$ cat config.mk
export PLATFORM = sky130hd
export DESIGN_NAME = aec_expr_tx
export DESIGN_NICKNAME = d
export VERILOG_FILES = /design/src/rtl/aec_pkg.sv /design/src/rtl/aec_tok2ascii.sv /design/src/rtl/aec_expr_tx.sv
export SDC_FILE = /design/constraint.sdc
export NUM_CORES = 1
export LEC_CHECK = 0
export ABC_AREA = 1
export BUFFER_PORTS_ARGS = -buffer_cell sky130_fd_sc_hd__buf_2
export CAP_MARGIN = 30
export CORE_UTILIZATION = 30
export CTS_CLUSTER_DIAMETER = 200
export CTS_CLUSTER_SIZE = 24
export DETAILED_ROUTE_END_ITERATION = 8
export MAX_ROUTING_LAYER = met4
export SLEW_MARGIN = 0
export SYNTH_ARGS = -nofsm -noshare
export SYNTH_HDL_FRONTEND = slang
export SYNTH_SLANG_ARGS = --single-unit
$ cat constraint.sdc
create_clock -name clk -period 2.6 [get_ports clk]
set_clock_uncertainty 0.05 [all_clocks]
set_input_delay 0 -clock clk [delete_from_list [all_inputs] [get_ports clk]]
set_output_delay 0 -clock clk [all_outputs]
set_load 0.02 [all_outputs]
$ cat src/rtl/aec_pkg.sv
// Shared definitions for the arithmetic-expression-calculator transmit driver:
// token codes, ASCII constants, FSM state encoding and default buffer depth.
package aec_pkg;

    localparam int MAX_TOK_DEF = 15;

    localparam logic [4:0] TOK_HEX_MAX = 5'd15;
    localparam logic [4:0] TOK_LPAREN  = 5'd16;
    localparam logic [4:0] TOK_RPAREN  = 5'd17;
    localparam logic [4:0] TOK_MUL     = 5'd18;
    localparam logic [4:0] TOK_PLUS    = 5'd19;
    localparam logic [4:0] TOK_MINUS   = 5'd20;

    localparam logic [7:0] ASCII_NUL    = 8'h00;
    localparam logic [7:0] ASCII_LPAREN = 8'h28;
    localparam logic [7:0] ASCII_RPAREN = 8'h29;
    localparam logic [7:0] ASCII_MUL    = 8'h2A;
    localparam logic [7:0] ASCII_PLUS   = 8'h2B;
    localparam logic [7:0] ASCII_MINUS  = 8'h2D;
    localparam logic [7:0] ASCII_EQ     = 8'h3D;
    localparam logic [7:0] ASCII_0      = 8'h30;
    localparam logic [7:0] ASCII_A      = 8'h61;

    typedef enum logic [2:0] {
        ST_IDLE,
        ST_SEND,
        ST_TERM,
        ST_WAIT,
        ST_DONE,
        ST_GUARD
    } aec_state_t;

endpackage

$ cat src/rtl/aec_tok2ascii.sv
// Combinational mapper from a 5-bit expression token code to its ASCII character.
// Codes outside the token set map to NUL.
module aec_tok2ascii
    import aec_pkg::*;
(
    input  logic [4:0] tok,
    output logic [7:0] ascii
);

    always_comb begin
        ascii = ASCII_NUL;
        if (tok <= 5'd9) begin
            ascii = ASCII_0 + {3'b000, tok};
        end else if (tok <= TOK_HEX_MAX) begin
            ascii = ASCII_A + {3'b000, tok - 5'd10};
        end else begin
            case (tok)
                TOK_LPAREN: ascii = ASCII_LPAREN;
                TOK_RPAREN: ascii = ASCII_RPAREN;
                TOK_MUL:    ascii = ASCII_MUL;
                TOK_PLUS:   ascii = ASCII_PLUS;
                TOK_MINUS:  ascii = ASCII_MINUS;
                default:    ascii = ASCII_NUL;
            endcase
        end
    end

endmodule

$ cat src/rtl/aec_expr_tx.sv
// Transmit-side driver: buffers tokens, streams them as ASCII terminated by '=',
// then captures the calculator response. Optional WAIT timeout: AEC_TX_TIMEOUT_EN.
module aec_expr_tx
    import aec_pkg::*;
#(
    parameter int TIMEOUT_CYC = 255,
    parameter int MAX_TOK = MAX_TOK_DEF
) (
    input  logic       clk,
    input  logic       rst,
    input  logic       tok_wr,
    input  logic [4:0] tok_data,
    output logic       tok_full,
    input  logic       start,
    output logic       busy,
    output logic [7:0] ascii_out,
    output logic       ready_out,
    input  logic       aec_valid,
    input  logic [6:0] aec_result,
    input  logic       aec_legal,
    output logic       res_valid,
    output logic [6:0] res_value,
    output logic       res_legal
`ifdef AEC_TX_TIMEOUT_EN
    ,
    output logic       res_timeout
`endif
);

    localparam int CW = $clog2(MAX_TOK + 1);
    localparam logic [CW-1:0] MAX_C = CW'(MAX_TOK);
    localparam logic [CW-1:0] ONE_C = CW'(1);

    aec_state_t      state, state_nxt;
    logic [CW-1:0]   count, count_nxt;
    logic [CW-1:0]   ptr, ptr_nxt;
    logic [4:0]      tok_buf [MAX_TOK];
    logic            wr_en;
    logic            cap_en;
    logic [6:0]      cap_value;
    logic            cap_legal;
    logic [7:0]      tok_ascii;

`ifdef AEC_TX_TIMEOUT_EN
    localparam int TW = $clog2(TIMEOUT_CYC + 1);
    localparam logic [TW-1:0] TO_LAST = TW'(TIMEOUT_CYC - 1);
    logic [TW-1:0] to_cnt;
    logic          to_hit;
    logic          to_flag;
`endif

    aec_tok2ascii u_map (
        .tok   (tok_buf[ptr]),
        .ascii (tok_ascii)
    );

    assign tok_full = (count == MAX_C);

    always_comb begin
        state_nxt = state;
        count_nxt = count;
        ptr_nxt   = ptr;
        wr_en     = 1'b0;
        cap_en    = 1'b0;
        cap_value = aec_result;
        cap_legal = aec_legal;
        busy      = 1'b1;
        ascii_out = ASCII_NUL;
        ready_out = 1'b0;
        res_valid = 1'b0;
`ifdef AEC_TX_TIMEOUT_EN
        to_hit    = 1'b0;
`endif
        case (state)
            ST_IDLE: begin
                busy = 1'b0;
                if (tok_wr && tok_data <= TOK_MINUS && count < MAX_C) begin
                    wr_en     = 1'b1;
                    count_nxt = count + ONE_C;
                end
                // A token written alongside start is already counted here.
                if (start && count_nxt != '0) begin
                    state_nxt = ST_SEND;
                    ptr_nxt   = '0;
                end
            end
            ST_SEND: begin
                ascii_out = tok_ascii;
                ready_out = (ptr == '0);
                if (ptr == count - ONE_C) begin
                    state_nxt = ST_TERM;
                end else begin
                    ptr_nxt = ptr + ONE_C;
                end
            end
            ST_TERM: begin
                ascii_out = ASCII_EQ;
                state_nxt = ST_WAIT;
            end
            ST_WAIT: begin
                if (aec_valid) begin
                    cap_en    = 1'b1;
                    state_nxt = ST_DONE;
                end
`ifdef AEC_TX_TIMEOUT_EN
                else if (to_cnt == TO_LAST) begin
                    cap_en    = 1'b1;
                    cap_value = '0;
                    cap_legal = 1'b0;
                    to_hit    = 1'b1;
                    state_nxt = ST_DONE;
                end
`endif
            end
            ST_DONE: begin
                res_valid = 1'b1;
                count_nxt = '0;
                ptr_nxt   = '0;
                state_nxt = ST_GUARD;
            end
            ST_GUARD: begin
                state_nxt = ST_IDLE;
            end
            default: begin
                state_nxt = ST_IDLE;
            end
        endcase
    end

`ifdef AEC_TX_TIMEOUT_EN
    always_comb begin
        res_timeout = 1'b0;
        if (state == ST_DONE) begin
            res_timeout = to_flag;
        end
    end
`endif

    always_ff @(posedge clk or posedge rst) begin
        if (rst) begin
            state     <= ST_IDLE;
            count     <= '0;
            ptr       <= '0;
            res_value <= '0;
            res_legal <= 1'b0;
`ifdef AEC_TX_TIMEOUT_EN
            to_cnt    <= '0;
            to_flag   <= 1'b0;
`endif
        end else begin
            state <= state_nxt;
            count <= count_nxt;
            ptr   <= ptr_nxt;
            if (cap_en) begin
                res_value <= cap_value;
                res_legal <= cap_legal;
            end
`ifdef AEC_TX_TIMEOUT_EN
            if (state == ST_WAIT) begin
                to_cnt <= to_cnt + 1'b1;
            end else begin
                to_cnt <= '0;
            end
            if (cap_en) begin
                to_flag <= to_hit;
            end
`endif
        end
    end

    // Token storage carries no reset; count gates which entries are meaningful.
    always_ff @(posedge clk) begin
        if (wr_en) begin
            tok_buf[count] <= tok_data;
        end
    end

endmodule
==> metrics.txt, run 1 <==
status=finished, violations left; failing checks=setup timing; first-pass GRT wire length=18.7 mm; Initial DRC Count=between 200 and 250; num rows=46; crit-path leading delay family=simple AND/OR/NAND/NOR gates; deepest clock path buffer count=2; hold path cells=1; Arr. time, crit path=2.73 ns; Area growth syn-to-layout=29.6%; worst reg2reg path depth=9; largest net degree at the start of global routing=25; die area=16800 um2; Netlist Area Pre-Place=between 4000 and 5000 um2; core area=approximately 16000 um2; HPWL Detailed=8.44 mm; Ys Warns=0; Flop pwr share=between 20% and 30%; ranking of synthesized cells by area=edfxtp_1 (46%), nand2_1 (13%), dfrtp_1 (9.7%); CP required=2.55 ns; most frequent CP cell=nand2_2; slowest stage cell, crit path=dfrtp_2; dominant cell type by area after synthesis=edfxtp_1; initial antenna violation count=0; clock power share=around 18%; post-layout min period=2.78 ns; Die X=approximately 130 um; ys flop type=edfxtp_1; post-synth cell types=30; Tcrit/Tclk final=107%; Mapped Cells=542; Max Freq=359 MHz; routed wire length=12.0 mm; FF+latch count, synth=94; Worst Tran Pin Value=0.746 ns; CP max stage delay=0.47 ns; final setup fails=8; WP depth=20; Remaining DRCs=0; worst hold path class=primary input to flip-flop; routability cong.=0.860; register area=2730 um2; footprint of the multi-input gates=1990 um2; final worst slack=-0.184 ns; design internal power=4.35 mW; sequential area share after synthesis=55.8%; P_leak=approximately 2.8 nW; # fillers=approximately 1.6k; share of post-route cells with drive strength above 1=28.7%; vias in the first global route=3848; switching power=3.28 mW; post-route antenna net violation count=0; critical path peak fanout=8; drt pass-1 iters=5; CTS Buf Count=9; number of enable flip-flop cells after synthesis=75; Mapped Nets=574; initial core utilization=30.8%; Comb pwr share=57.3%; CTS H-tree depth=3; worst slack at placement=-0.125 ns; Die Y=130 um; Max Slew Vio Count=0; drt via density=about 4.6; CP Capture Type=output pin; wire per inst=14.2 um; Avg Inst Size Synth=~9.0 um2; Root Driver=clkbuf_16; Total Power=7.63 mW; Placed Instances=809; final core utilization=~40%; nets=660; commonest cells after routing, fill and taps aside=nand2_1 (143), edfxtp_1 (75), inv_1 (66), nor2_1 (42), buf_4 (40); clock sinks=94; post-synth top area share=46.1%; PwrDens=1210 nW/um2; max cap viols=0; I/O pins=38; gr usage total=15.0%; crit path cell chain=buf_6, buf_6, nand2_1, nand3_1, nand2_2, nand2_2, nand2_2, nand2_2, nand2_4, inv_4, ha_4, nand2_4, inv_2, buf_4, nand2_2, nand2_1, a21oi_2, nand2_1, a21oi_2, buf_4; CTS tree=yes; final cell count without fillers=847; VDD IR max=704 uV; Buf/Inv on CP=6; Max-slew headroom=50.2%; commonest non-fill, non-tap cell in the layout=nand2_1; clock-pin slew on the worst setup and hold paths=0.06 ns; RSZ-0062 raised after global routing=yes; Critical Path Source Type=flip-flop; detailed-route via count=3902; async set-reset flop share out of synthesis=20.2%; Sw Ratio=43.0%; Clock Latency Late Sink=0.34 ns; critical path class=flip-flop to output pin; final hold vios=0; I/O Buffers=37; ANT cells=0; grt ovf=0
-- state kept, by name, summed over array words and instances (netlist names) --
| name | cells |
|---|---|
| ptr | 4 |
| res_legal | 1 |
| count | 4 |
| res_value | 7 |
| state | 3 |
| tok_buf | 75 |
-- routing by layer --
metal | share of wire, % | global-route usage (%) | vias up
met4 | 0.91 | 4.38 | 0
met3 | 3.7 | 2.11 | 11
met5 | 0 | - | -
li1 | - | - | 1923
met2 | 50 | 24.9 | 59
met1 | 45 | 19.0 | 1909
-- cells by family (layout without fill, tap and decap cells) --
family	Yosys count	after routing	share of synthesized area, %
and+or+nand+nor	274	274	23.2
buffers and inverters	95	184	8.50
DFF	94	94	55.8
AOI/OAI and AO/OA	50	50	5.81
adders and majority gates	14	14	3.58
muxes	8	8	1.84
xor gates and xnor gates	7	7	1.25
-- final timing paths --
kind                                           from                  endpoint  slack, ns
max in group asynchronous                       rst        ptr[0]$_DFFE_PP0P_       1.69
setup / recovery                 ptr[0]$_DFFE_PP0P_              ascii_out[3]      -0.18
setup reg to reg               count[0]$_DFFE_PP0N_   tok_buf[8][1]$_DFFE_PP_       0.16
hold reg to reg            res_value[0]$_DFFE_PP0P_  res_value[0]$_DFFE_PP0P_       0.45
hold / removal                          tok_data[1]  tok_buf[11][1]$_DFFE_PP_       0.03
min in group asynchronous                       rst  res_value[2]$_DFFE_PP0P_       0.28
-- cell usage after synthesis, types with 2 or more instances --
cell,n
a21oi_1,9
a21oi_2,3
buf_2,8
buf_4,5
buf_6,4
dfrtp_1,19
edfxtp_1,75
ha_1,14
inv_1,72
inv_2,5
mux2_2,8
nand2_1,163
nand2_2,8
nand3_1,39
nand4_1,4
nor2_1,46
nor2_2,2
nor3_1,9
o21ai_0,26
o21ai_1,3
o22ai_1,5
or2_2,2
xnor2_1,3
xor2_1,4
-- power by group through the flow --
stage	clock network, mW	logic (mW)	registers [mW]
6_report	1.36	4.37	1.90
4_1_cts	1.38	3.78	1.89
2_1_floorplan	0	2.37	1.97
5_1_grt	1.43	4.82	1.92
3_3_place_gp	0	3.31	1.91
3_5_place_dp	0	3.38	1.92
-- cell type report --
type	count	share of cell area (%)
Tap cell	216	4.27
Multi-Input combinational cell	353	31.4
Timing Repair Buffer	93	11.7
Clock buffer	9	3.56
Inverter	77	4.80
Clock inverter	5	1.20
Sequential cell	94	43.1
-- metrics by stage --
| step | area (um2) | hold WS, ns | TNS [ns] |
|---|---|---|---|
| 2_1_floorplan | 4890 | -0.0989 | 0 |
| 3_3_place_gp | 5480 | 0.108 | -0.0360 |
| 3_5_place_dp | 5480 | 0.109 | -0.440 |
| 4_1_cts | 6070 | 0.0187 | -1.43 |
| 5_1_grt | 6330 | 0.0274 | -2.39 |
| 6_report | 6330 | 0.0263 | -0.910 |
-- timing repair --
item | in CTS | in global routing
setup buffers | 7 | 7
setup endpoints to repair | 8 | 13
resized for setup | 42 | 54
gates cloned | 0 | 1
hold buffers | 10 | 0
pin swaps | 20 | 25
hold endpoints to repair | 29 | 0
Note: power is estimated with default switching activity, not from simulation.
==> run 2: changes to the inputs <==
- GPL_TIMING_DRIVEN: not set -> 0
- REMOVE_ABC_BUFFERS: not set -> 1
- SYNTH_HIERARCHICAL: not set -> 1
==> run 2 against run 1 <==
Net effect: the run still ends with setup timing left; clock power about the same; register-to-register slack lost 0.08 ns; via count fell by 6.2%; critical endpoint is now ascii_out[4]; critical path type unchanged.
==> metrics.txt, run 2 <==
status=finished, violations left; failing checks=setup timing; commonest cells after routing, fill and taps aside=nand2_1 (89), edfxtp_1 (75), nor2_1 (40), o21ai_0 (29), buf_2 (29); final cell count without fillers=739 (-13%); first-pass GRT wire length=18.3 mm (-2.1%); crit path cell chain=buf_16, clkinv_16, nand2_1, a21oi_2, a21oi_2, o21ai_2, nand2_2, nand3_4, buf_6, nand2_2, nor2_4, nor2_4, nor2_8, buf_4, nand2_2, nand2_1, nand2_1, buf_6; clock sinks=94 (unchanged); XOR/XNOR Fraction of Synth Area=1.51% (+0.25 points); Area growth syn-to-layout=34.8%; gr usage total=15.2% (+0.20 points); worst hold path class=primary input to flip-flop; Synth Area in Compound Gates=8.31% (+2.5 points); CP max stage delay=0.55 ns (+0.08 ns); switching power=3.42 mW (+4.3%); Tcrit/Tclk final=113% (+6.0 points); Max Freq=340 MHz (-5.3%); CTS Buf Count=9 (unchanged); commonest non-fill, non-tap cell in the layout=nand2_1; routability cong.=0.871 (+1.3%); CTS tree=yes; Remaining DRCs=0 (unchanged); initial antenna violation count=0 (unchanged); Sum Neg Setup Slack=-2.54 ns (-1.63 ns); Netlist Area Pre-Place=4650 um2 (-4.9%); num rows=45 (-2.2%); # fillers=1343 (-15%); initial core utilization=30.7% (-0.067 points); core area=15100 um2 (-4.7%); PwrDens=1250 nW/um2 (+3.6%); grt ovf=0 (unchanged); Root Driver=clkbuf_16; Max Slew Vio Count=0 (unchanged); detailed-route via count=3660 (-6.2%); Clock Latency Late Sink=0.33 ns (about the same); Reg-to-Reg Start=count[0]$_DFFE_PP0N_; design internal power=4.41 mW (+1.3%); clock power share=17.0% (-0.8 points); footprint of the multi-input gates=2120 um2 (+6.8%); routed wire length=11.7 mm (-2.7%); Initial DRC Count=235 (-3.7%); post-route antenna net violation count=0 (unchanged); critical path class=flip-flop to output pin; final setup fails=8 (unchanged); I/O Buffers=37 (unchanged); RSZ-0062 raised after global routing=yes; register area=2740 um2 (+0.23%); async set-reset flop share out of synthesis=20.2% (unchanged); max cap viols=0 (unchanged); I/O pins=38 (unchanged); Synth Area in Adders=3.23% (-0.35 points); ANT cells=0 (unchanged); number of enable flip-flop cells after synthesis=75 (unchanged); Critical Path Source Type=flip-flop; CP required=2.55 ns (about the same); Die Y=127 um (-2.4%); largest family of logic cells by synthesized area=simple AND/OR/NAND/NOR gates; vias in the first global route=3584 (-6.9%); share of post-route cells with drive strength above 1=36.3% (+7.6 points); Mapped Cells=473 (-13%); Flop pwr share=24.8% (about the same); max reg flops=75 (unchanged); final worst slack=-0.341 ns (-0.157 ns); Die X=127 um (-2.4%); nets=576 (-13%); most frequent cell after synthesis=nand2_1; Biggest register=tok_buf; largest net degree at the start of global routing=20 (-20%); post-layout min period=2.94 ns (+0.157 ns); CTS H-tree depth=3 (unchanged); CP Capture Type=output pin; Placed Instances=684 (-15%); Arr. time, crit path=2.89 ns (+0.16 ns); deepest clock path buffer count=2 (unchanged); Sw Ratio=43.7% (+0.71 points); final hold vios=0 (unchanged); FF+latch count, synth=94 (unchanged); wire per inst=15.8 um (+11%); ys flop type=edfxtp_1; hold path start=tok_data[2]; ranking of synthesized cells by area=edfxtp_1 (48%), dfrtp_1 (10%), nand2_1 (8.5%); post-synth top area share=48.4% (+2.4 points); Top Registers=tok_buf x75, res_value x7; critical path startpoint=ptr[0]$_DFFE_PP0P_; clock-pin slew on the worst setup and hold paths=0.07 ns (about the same); critical path peak fanout=8 (unchanged); drt pass-1 iters=5 (unchanged); placed cell areas=5020 um2 (-8.4%); Avg Inst Size Synth=9.84 um2 (+9.0%); sequential area share after synthesis=58.6% (+2.9 points); Ys Warns=6 (+6); post-synth cell types=31 (+3.3%); slowest stage cell, crit path=dfrtp_4; Synth Area in Simple Gates=21.7% (-1.5 points); dominant cell type by area after synthesis=edfxtp_1; P_leak=2.46 nW (-11%); mux cell area share after synthesis=1.94% (+0.094 points); drt via density=4.95 (+7.5%); VDD IR max=504 uV (-28%); Finished Cell Area=6270 um2 (-1.0%); HPWL Detailed=6.95 mm (-18%); Comb pwr share=58.2% (+0.9 points); die area=16000 um2 (-4.8%); top cells by count, synth=nand2_1 (105), edfxtp_1 (75), nor2_1 (63); Max-slew headroom=52.3% (+2.0 points); Worst Tran Pin Value=0.715 ns (-0.0303 ns)
==> run 2: changes by cell type in the layout (fill, tap and decap cells not counted), moves of 4 or more <==
cell	change
buf_4	-22
buf_6	+4
inv_1	-41
inv_6	+4
nand2_1	-54
nand2_2	-10
nand3_1	-11
nor2_2	+15
nor2_4	+9
nor3_1	-6
nor3_2	+4
o21ai_0	+9
o21ai_2	+7
o22ai_1	+7
==> run 2: worst max-delay path: cells and delay by family, from the launching register on <==
kind                   cells  cell delay (ns)
and+or+nand+nor           10             0.85
DFF                        1             0.55
AOI/OAI and AO/OA          3             0.43
buffers and inverters      5             0.68
==> run 2: path summary, 6_finish.rpt <==
check	to	slack (ns)	cells past startpoint
worst max-delay path	ascii_out[4]	-0.34	18
worst min-delay path	tok_buf[10][2]$_DFFE_PP_	0.02	1
worst max register to register	tok_buf[0][3]$_DFFE_PP_	0.08	8
worst min register to register	res_value[5]$_DFFE_PP0P_	0.45	1
max in group asynchronous	ptr[1]$_DFFE_PP0P_	1.70	3
min in group asynchronous	res_value[2]$_DFFE_PP0P_	0.28	3
==> run 2: what timing repair did <==
item	CTS	global route
pin swaps	25	27
hold buffers	11	0
endpoints found under the setup margin	20	75
gates cloned	4	0
resized for setup	81	78
endpoints found under the hold margin	32	0
setup buffers	20	4
==> run 2: per-layer routing <==
| layer | global-route usage [%] | share of wire [%] |
|---|---|---|
| met3 | 1.77 | 4.0 |
| met4 | 6.38 | 2.3 |
| met2 | 25.0 | 50 |
| met5 | - | 0 |
| met1 | 19.1 | 44 |
==> run 2: power groups by stage <==
stage | logic (mW) | clock network [mW] | registers (mW)
after detailed placement | 2.95 | 0 | 2.02
after CTS | 4.02 | 1.34 | 1.94
final | 4.56 | 1.33 | 1.94
after global placement | 2.81 | 0 | 2.04
after floorplan | 2.07 | 0 | 2.06
after global routing | 4.97 | 1.40 | 1.97
==> run 2: area by class of cell <==
cell class | count | area share, %
multi-input cells | 326 | 33.9
inverters | 38 | 2.99
clock buffers | 9 | 3.59
repair inverters | 2 | 0.519
repair buffers | 75 | 10.4
flip-flops and latches | 94 | 43.6
clock inverters | 7 | 1.22
well taps | 188 | 3.75
==> run 2: logic make-up after synthesis <==
group	after synthesis
simple gates	225
mux	8
xor+xnor	8
fa+ha+maj	12
compound gates	73
flops	94
buf+inv	53
==> run 2: per-stage QoR <==
stage	hold WS (ns)	util [%]	setup slack (ns)	total power, mW
detailed placement	0.115	33.2	-1.75	4.96
global placement	0.0972	33.0	-2.30	4.85
global route	0.0243	41.4	-0.457	8.34
floorplan	-0.0989	-	-1.08	4.13
CTS	0.0123	39.5	-0.292	7.30
finish	0.0152	41.4	-0.341	7.83
==> run 3: changes to the inputs <==
- CORE_MARGIN: not set -> 3
- PLACE_DENSITY: not set -> 0.53
==> run 3 against run 2 <==
Net effect: sequential power hardly changed; power is 5.7% higher; combinational power is 11% higher; non-clock buffer count is 17 higher; register-to-register slack better by 0.07 ns; sequential share of layout area is 2.1 points lower; the flow still finishes with violations (setup timing); utilization is 2.8 points higher.
==> metrics.txt, run 3 (synthesis gave the netlist of run 2 again) <==
critical path class=flip-flop to output pin; Sum Neg Setup Slack=-2.27 ns (+0.271 ns); Arr. time, crit path=2.87 ns (-0.02 ns); ANT cells=0 (unchanged); Die Y=131 um (+3.2%); design internal power=4.74 mW (+7.4%); Area growth syn-to-layout=41.2%; Max Freq=343 MHz (+0.81%); commonest non-fill, non-tap cell in the layout=nand2_1; drt via density=4.82 (-2.8%); status=finished, violations left; reg-to-reg slack, setup=0.15 ns (+0.07 ns); Comb pwr share=60.9% (+2.7 points); Sw Ratio=42.8% (-0.91 points); max reg flops=75 (unchanged); Remaining DRCs=0 (unchanged); Reg-to-Reg Start=count[0]$_DFFE_PP0N_; CTS H-tree depth=3 (unchanged); routed wire length=12.2 mm (+4.4%); deepest clock path buffer count=2 (unchanged); routability cong.=0.838 (-3.9%); max cap viols=0 (unchanged); Total Power=8.28 mW (+5.7%); hold path start=tok_data[2]; Die X=131 um (+3.2%); PwrDens=1260 nW/um2 (+0.91%); VDD IR max=602 uV (+19%); final setup fails=8 (unchanged); core area=14900 um2 (-1.9%); largest net degree at the start of global routing=20 (unchanged); initial antenna violation count=0 (unchanged); I/O pins=38 (unchanged); final hold vios=0 (unchanged); post-route antenna net violation count=0 (unchanged); failing checks=setup timing; Clock Latency Late Sink=0.34 ns (about the same); Max-slew headroom=51.7% (-0.58 points); die area=17000 um2 (+6.4%); CP Capture Type=output pin; CTS Buf Count=9 (unchanged); grt ovf=0 (unchanged); CTS tree=yes; share of post-route cells with drive strength above 1=40.4% (+4.1 points); nets=594 (+3.1%); num rows=44 (-2.2%); wire per inst=16.2 um (+2.5%); clock-pin slew on the worst setup and hold paths=0.07 ns (about the same); Flop pwr share=23.4% (-1.4 points); HPWL Detailed=7.22 mm (+3.9%); CP required=2.55 ns (about the same); Tcrit/Tclk final=112% (-0.90 points); clock sinks=94 (unchanged); clock power share=15.6% (-1.4 points); P_leak=2.61 nW (+6.1%); Top Registers=tok_buf x75, res_value x7; worst hold path class=primary input to flip-flop; Root Driver=clkbuf_16; switching power=3.54 mW (+3.5%); Biggest register=tok_buf; critical path peak fanout=8 (unchanged); detailed-route via count=3626 (-0.93%); Max Slew Vio Count=0 (unchanged); drt pass-1 iters=4 (-1); critical path startpoint=ptr[0]$_DFFE_PP0P_; vias in the first global route=3490 (-2.6%); I/O Buffers=37 (unchanged); Worst Tran Pin Value=0.724 ns (+0.00876 ns); Critical Path Source Type=flip-flop; initial core utilization=31.3% (+0.58 points); RSZ-0062 raised after global routing=yes; final worst slack=-0.317 ns (+0.0235 ns); gr usage total=14.3% (-0.89 points); post-layout min period=2.92 ns (-0.0235 ns); first-pass GRT wire length=18.2 mm (-0.45%); commonest cells after routing, fill and taps aside=nand2_1 (77), edfxtp_1 (75), nor2_1 (42), buf_2 (29), nand2_2 (27); Initial DRC Count=294 (+25%)
-- run 3: cell types whose count changed in the layout (fill, tap and decap cells not counted), moves of 4 or more --
cell     previous run  this run
buf_4              18        22
o21ai_0            29        23
buf_12              2         6
nand2_2            15        27
nand2_1            89        77
o21ai_1             4         8
buf_6              12        18
-- run 3: final timing paths --
kind,depth (start not counted),to
worst max-delay path,19,ascii_out[0]
worst min-delay path,1,tok_buf[3][2]$_DFFE_PP_
worst max register to register,8,tok_buf[3][4]$_DFFE_PP_
worst min register to register,1,res_legal$_DFFE_PP0P_
max in group asynchronous,3,ptr[0]$_DFFE_PP0P_
min in group asynchronous,3,count[3]$_DFFE_PP0N_
-- run 3: critical path, stage by stage, from the launching register on --
cell and delay [ns]:
dfrtp_2 0.46, buf_16 0.21, buf_6 0.14, o21ai_2 0.06, o22ai_2 0.17, nand2_1 0.08
o21ai_2 0.09, nand2_2 0.10, nand3_4 0.15, ha_4 0.19, nand2_4 0.07, buf_12 0.12
nor2_4 0.14, nor2_8 0.08, inv_2 0.06, nand2_2 0.05, nand2_2 0.05, nand2_1 0.05
nand2_1 0.10, buf_6 0.12
-- run 3: power by group through the flow --
stage / combinational [mW] / clock, mW / sequential, mW
after floorplan: 2.07 / 0 / 2.06
after CTS: 4.22 / 1.32 / 1.93
after global routing: 5.49 / 1.39 / 1.95
after global placement: 2.86 / 0 / 2.04
after detailed placement: 3.03 / 0 / 1.98
final: 5.05 / 1.29 / 1.94
-- run 3: final cells by class --
type                            instances  area, um2
Fill cell                            1356       8300
Sequential cell                        94       2730
Multi-Input combinational cell        326       2190
Timing Repair Buffer                   92        891
Tap cell                              184        230
Clock buffer                            9        225
Inverter                               38        191
Clock inverter                          7       70.1
Timing Repair inverter                  3       38.8
-- run 3: repair_timing --
| action | in CTS | in global routing |
|---|---|---|
| gates cloned | 3 | 3 |
| hold buffers | 11 | 0 |
| resized for setup | 98 | 91 |
| endpoints found under the hold margin | 32 | 0 |
| setup endpoints to repair | 20 | 50 |
| buffers inserted | 26 | 13 |
| pin swaps | 26 | 48 |
-- run 3: metrics by stage --
stage / util [%] / setup WS (ns) / hold slack [ns] / cell area (um2) / instances
floorplan: - / -1.08 / -0.0989 / 4580 / 458
global placement: 33.6 / -2.42 / 0.0914 / 4990 / 679
detailed placement: 33.9 / -1.75 / 0.126 / 5030 / 681
CTS: 40.7 / -0.252 / 0.0130 / 6050 / 737
global route: 44.2 / -0.459 / 0.0254 / 6570 / 753
finish: 44.2 / -0.317 / 0.0188 / 6570 / 753
-- run 3: layer usage --
layer  global-route usage [%]  vias to the layer above  part of all wire, %
met3                     1.46                       11                  3.4
met4                     5.69                        0                  1.2
met5                        -                        -                    0
met2                     23.3                       72                   52
met1                     18.5                     1748                   43
li1                         -                     1795                    -
